===== config.mk =====
export PLATFORM = sky130hd
export DESIGN_NAME = corelet_ctrl
export DESIGN_NICKNAME = d
export VERILOG_FILES = /design/src/rtl/corelet_ctrl.sv
export SDC_FILE = /design/constraint.sdc
export NUM_CORES = 1
export LEC_CHECK = 0
export CORE_MARGIN = 3
export CORE_UTILIZATION = 49
export DETAILED_ROUTE_END_ITERATION = 6
export GPL_TIMING_DRIVEN = 0
export PLACE_DENSITY = 0.87
export REMOVE_ABC_BUFFERS = 1
export SLEW_MARGIN = 10
export SYNTH_ARGS = -nofsm -noshare
export SYNTH_HDL_FRONTEND = slang
export SYNTH_SLANG_ARGS = --single-unit

===== constraint.sdc =====
create_clock -name clk_i -period 6 [get_ports clk_i]
set_input_delay 1.8 -clock clk_i [delete_from_list [all_inputs] [get_ports clk_i]]
set_output_delay 1.8 -clock clk_i [all_outputs]
set_load 0.1 [all_outputs]

===== src/rtl/corelet_ctrl.sv =====
// rtl/corelet_ctrl.sv - one-pass weight/activation sequencer for a corelet
// Optional CORELET_CTRL_PERF_EN adds the perf_cycles_o busy-cycle counter.
module corelet_ctrl #(
  parameter int bw      = 4,
  parameter int psum_bw = 16,
  parameter int row     = 8,
  parameter int col     = 8,
  parameter int addr_bw = 11,
  parameter int len_bw  = 6
) (
  input  logic                 clk_i,
  input  logic                 reset_ni,
  input  logic                 start_i,
  input  logic [addr_bw-1:0]   w_base_i,
  input  logic [addr_bw-1:0]   x_base_i,
  input  logic [len_bw-1:0]    len_i,
  output logic                 mem_cen_o,
  output logic [addr_bw-1:0]   mem_addr_o,
  input  logic [row*bw-1:0]    mem_rdata_i,
  output logic [33:0]          inst_o,
  output logic [row*bw-1:0]    l0_input_o,
  output logic                 xw_mode_o,
  output logic                 sfp_reset_o,
  input  logic                 ofifo_valid_i,
  output logic                 busy_o,
  output logic                 done_o
`ifdef CORELET_CTRL_PERF_EN
  ,output logic [31:0]         perf_cycles_o
`endif
);

  localparam int CNT_W = ((len_bw + 1) > $clog2(row + col + 2)) ? (len_bw + 1)
                                                                 : $clog2(row + col + 2);
  localparam logic [CNT_W-1:0] COL_C      = CNT_W'(col);
  localparam logic [CNT_W-1:0] COL_LAST   = CNT_W'(col - 1);
  localparam logic [CNT_W-1:0] FLUSH_LAST = CNT_W'(row + col - 1);

  generate
    if (psum_bw < bw) begin : g_bad_psum
      $error("psum_bw must be at least bw");
    end
  endgenerate

  typedef enum logic [3:0] {
    S_IDLE, S_CLEAR, S_WFETCH, S_WLOAD, S_WFLUSH, S_XFETCH, S_EXEC, S_DRAIN, S_DONE
  } state_t;

  state_t             state_q, state_d;
  logic [CNT_W-1:0]   cnt_q, cnt_d;
  logic [len_bw-1:0]  pop_q, pop_d;
  logic [addr_bw-1:0] w_base_q, w_base_d, x_base_q, x_base_d;
  logic [len_bw-1:0]  len_q, len_d;
  logic [CNT_W-1:0]   len_ext;

  assign len_ext    = CNT_W'(len_q);
  assign l0_input_o = mem_rdata_i;

  always_ff @(posedge clk_i or negedge reset_ni) begin
    if (!reset_ni) begin
      state_q  <= S_IDLE;
      cnt_q    <= '0;
      pop_q    <= '0;
      w_base_q <= '0;
      x_base_q <= '0;
      len_q    <= '0;
    end else begin
      state_q  <= state_d;
      cnt_q    <= cnt_d;
      pop_q    <= pop_d;
      w_base_q <= w_base_d;
      x_base_q <= x_base_d;
      len_q    <= len_d;
    end
  end

  always_comb begin
    state_d     = state_q;
    cnt_d       = cnt_q;
    pop_d       = pop_q;
    w_base_d    = w_base_q;
    x_base_d    = x_base_q;
    len_d       = len_q;
    mem_cen_o   = 1'b1;
    mem_addr_o  = '0;
    inst_o      = '0;
    xw_mode_o   = 1'b0;
    sfp_reset_o = 1'b0;
    busy_o      = 1'b1;
    done_o      = 1'b0;
    unique case (state_q)
      S_IDLE: begin
        busy_o = 1'b0;
        cnt_d  = '0;
        pop_d  = '0;
        if (start_i) begin
          if (len_i != '0) begin
            w_base_d = w_base_i;
            x_base_d = x_base_i;
            len_d    = len_i;
            state_d  = S_CLEAR;
          end else begin
            state_d = S_DONE;
          end
        end
      end
      S_CLEAR: begin
        sfp_reset_o = 1'b1;
        state_d     = S_WFETCH;
      end
      // Reads in counts 0..col-1; each word lands in L0 on the following count.
      S_WFETCH: begin
        xw_mode_o = 1'b1;
        if (cnt_q < COL_C) begin
          mem_cen_o  = 1'b0;
          mem_addr_o = w_base_q + addr_bw'(cnt_q);
        end
        inst_o[2] = (cnt_q != '0);
        if (cnt_q == COL_C) begin
          cnt_d   = '0;
          state_d = S_WLOAD;
        end else begin
          cnt_d = cnt_q + 1'b1;
        end
      end
      S_WLOAD: begin
        xw_mode_o = 1'b1;
        inst_o[3] = 1'b1;
        inst_o[0] = 1'b1;
        if (cnt_q == COL_LAST) begin
          cnt_d   = '0;
          state_d = S_WFLUSH;
        end else begin
          cnt_d = cnt_q + 1'b1;
        end
      end
      S_WFLUSH: begin
        xw_mode_o = 1'b1;
        if (cnt_q == FLUSH_LAST) begin
          cnt_d   = '0;
          state_d = S_XFETCH;
        end else begin
          cnt_d = cnt_q + 1'b1;
        end
      end
      S_XFETCH: begin
        if (cnt_q < len_ext) begin
          mem_cen_o  = 1'b0;
          mem_addr_o = x_base_q + addr_bw'(cnt_q);
        end
        inst_o[2] = (cnt_q != '0);
        if (cnt_q == len_ext) begin
          cnt_d   = '0;
          state_d = S_EXEC;
        end else begin
          cnt_d = cnt_q + 1'b1;
        end
      end
      S_EXEC: begin
        inst_o[3] = 1'b1;
        inst_o[1] = 1'b1;
        pop_d     = '0;
        if (cnt_q == len_ext - 1'b1) begin
          cnt_d   = '0;
          state_d = S_DRAIN;
        end else begin
          cnt_d = cnt_q + 1'b1;
        end
      end
      S_DRAIN: begin
        if (ofifo_valid_i) begin
          inst_o[6]  = 1'b1;
          inst_o[33] = 1'b1;
          if (pop_q == len_q - 1'b1) state_d = S_DONE;
          else                       pop_d   = pop_q + 1'b1;
        end
      end
      S_DONE: begin
        busy_o  = 1'b0;
        done_o  = 1'b1;
        state_d = S_IDLE;
      end
      default: begin
        busy_o  = 1'b0;
        state_d = S_IDLE;
      end
    endcase
  end

`ifdef CORELET_CTRL_PERF_EN
  logic [31:0] perf_q;

  always_ff @(posedge clk_i or negedge reset_ni) begin
    if (!reset_ni) begin
      perf_q <= '0;
    end else if (state_q == S_IDLE && start_i) begin
      perf_q <= '0;
    end else if (busy_o && perf_q != '1) begin
      perf_q <= perf_q + 1'b1;
    end
  end

  assign perf_cycles_o = perf_q;
`endif

endmodule


==> results.cfg, run 1 <==
[run_status]
outcome = finished clean

[power_and_ir_drop]
net-switching-power_mw = 1.55
p_per_area_nw_per_um2 = 647
internal_power_mw = 1.20
p_sw_share_pct = 56.4
pwr-share-comb_pct = 70.3
power_leakage_nw = 1.85
irDropWorstVdd_v = 0.000405
pwr-share-seq_pct = 22.7
clkPwrFrac_pct = 7.0

[clock_tree]
clockRootBuffer = clkbuf_8
cts_hold_buf = 0
cts_buffer_depth = 2
clk_latency_ns = 0.30
clock-sinks = 45
cts_tree = yes
clk_pin_slew_ns = 0.09
post_cts_resize_count = 0
post_cts_buffers = 0
cts_buffers = 5
cts-htree-levels = 2

[synthesis]
ys_seq_elements = 45
synth_top_family_by_area = compound AO/OA/AOI/OAI gates
muxShareOfSynthArea_pct = 8.99
synth_edf_count = 0
synth-simple-area-share_pct = 13.6
synthCells = 420
seq_area_frac_synth_pct = 28.9
synthFlopType = dfrtp_1
yosys_warnings = 0
ys_types = 62
syn_area_per_cell_um2 = 9.28
synth_fa_ha_area_share_pct = 8.99
synth-compound-area-share_pct = 15.9
synth-xor-area-share_pct = 7.99
synth-async-reset-ratio_pct = 100
synth_area_um2 = 3900

[detailed_routing]
drtIter0Drc = 124
antenna_left = 0
vias = 3003
routed_via_density = 5.62
drc = 0
drtPass1Iterations = 4
totalWireLength_um = 9150
wl_per_cell_um = 17.1

[hold_path]
min_path_cells = 1
worstHoldStart = x_base_q[2]
min_to = x_base_q[2]
min_path_type = flip-flop to flip-flop

[placement]
placed_cell_area_um2 = 4150
dp_hpwl_um = 7270
gp_congestion = 0.858
port_buffers = 53

[floorplan]
die_area_um2 = 9060
die_w_um = 95.2
die_height_um = 95.2
ios = 146
rows = 31
core-area_um2 = 7490
initial_core_util_pct = 52.1

[grt]
grt_pass1_vias = 2985
grt_start_max_net_pins = 29
track_usage_pct = 20.9
antenna_found_initial = 0
overflow = 0
grt_pass1_wl_um = 14600

[timing]
worst_pin_slew_ns = 0.988
setup_violations = 0
max_freq_ghz = 0.176
clock_skew_ns = 0.00925
period_minus_slack_ns = 5.69
fin_crit_sh_pct = 94.9
rsz0062_at_grt = no
slew_headroom_pct = 33.9
hold_viol_final = 0
slew_viol_final = 0

[finish]
final_cell_mix = clkdlybuf4s50_1, dfrtp_1, nor2_1, mux2_2, conb_1
fillers = 644
antenna-diode-count = 0
finish.instance_area_um2 = 4240
drive_above_1_share_pct = 12.4
fin_nets = 524
syn_to_final_growth_pct = 8.83
final_util_pct = 56.7
final_common_cell = clkdlybuf4s50_1

[worst_setup_path]
r2r-end = state_q[0]
crit_type = flip-flop to output pin
path_max_fanout = 10
worst_setup_path_start_kind = flip-flop
end_kind = output pin
r2r_setup_slack_ns = 3.18
r2r-start = len_q[0]
worstPathRequired_ns = 4.20
critPathArrivalTime_ns = 3.89
r2r_cells = 9

[run]
cap_violations = 0
==> sequential cells by signal (all words and copies together) (netlist names) <==
name      cells
cnt_q         7
len_q         6
w_base_q     11
pop_q         6
state_q       4
x_base_q     11
==> power groups by stage <==
stage / registers (mW) / clock network, mW / logic, mW
3_3_place_gp: 0.612 / 0 / 1.86
5_1_grt: 0.650 / 0.211 / 2.08
4_1_cts: 0.621 / 0.196 / 1.93
3_5_place_dp: 0.626 / 0 / 1.93
2_1_floorplan: 0.571 / 0 / 1.57
6_report: 0.623 / 0.191 / 1.93
==> critical path, cell delays in order, from the launching register on <==
cell	delay, ns
dfrtp_1	0.62
ha_1	0.31
a21o_1	0.18
a21oi_1	0.24
o21bai_1	0.10
a21oi_1	0.25
o21ai_0	0.22
a311o_1	0.40
o211ai_1	0.10
clkdlybuf4s50_1	1.18
==> worst max-delay path by stage <==
stage | start | to | cells past startpoint
6_report | cnt_q[1] | mem_addr_o[9] | 9
5_1_grt | cnt_q[1] | mem_addr_o[9] | 9
4_1_cts | cnt_q[1] | mem_addr_o[9] | 9
3_5_place_dp | ofifo_valid_i | inst_o[33] | 4
3_3_place_gp | ofifo_valid_i | inst_o[6] | 4
2_1_floorplan | ofifo_valid_i | inst_o[33] | 2
==> cells by family (layout without fill, tap and decap cells) <==
group                      Yosys count  in the layout
buffers and inverters               95             83
AOI/OAI and AO/OA                   87             87
and+or+nand+nor                    100            100
xor gates and xnor gates            34             34
muxes                               31             31
adders and majority gates           27             27
DFF                                 45             45
other                                1             28
==> per-layer routing <==
layer | GRT usage, % | part of all wire, %
met5 | 2.38 | 0
met4 | 4.81 | 1.3
met3 | 9.31 | 11
met2 | 32.9 | 46
met1 | 26.1 | 42
==> cell usage after synthesis, types with 3 or more instances <==
cell      instances  area [µm²]
clkbuf_1          8        30.0
o22ai_1          11        68.8
nor3_1            9        45.0
o211ai_1          4        30.0
buf_4            64         480
nand4_1           4        25.0
nand3_1           7        35.0
dfrtp_1          45        1130
nor2b_1           5        31.3
o21ai_0          11        55.1
xnor2_1          23         201
inv_1            21        78.8
ha_1             24         300
and2_1            4        25.0
or3_1             4        25.0
a31oi_1           3        18.8
mux2_2           28         315
xor2_1           10        87.6
nor2_1           28         105
o31ai_1           6        45.0
nand2b_1          3        18.8
a21o_1            6        45.0
a21oi_1          22         110
nand2_1          20        75.1
a22o_2            4        40.0
o21bai_1          4        30.0
==> layout make-up <==
class                      instances  area [µm²]  share of cell area (%)
clock buffer                       6        72.6                    1.71
multi-input combinational        307        2270                    53.6
clock inverter                     2        15.0                   0.354
sequential                        45        1130                    26.5
tap                               99         124                    2.92
timing repair buffer              54         553                    13.0
inverter                          21        78.8                    1.86
==> stage by stage <==
stage	power, mW	setup TNS (ns)	instances	setup WS (ns)	hold slack, ns
2_1_floorplan	2.14	-0.183	373	-0.0915	0.484
3_3_place_gp	2.48	0	525	0.526	0.498
3_5_place_dp	2.55	0	526	0.483	0.504
4_1_cts	2.75	0	534	0.294	0.525
5_1_grt	2.94	0	534	0.145	0.551
6_report	2.74	0	534	0.308	0.519
Note: power is estimated with default switching activity, not from simulation.
==> run 2, diff against run 1 <==
Settings changed: CAP_MARGIN from default to 20.
==> results of run 2 <==
Same layout as run 1: the final DEF is identical, and so are final timing and power.
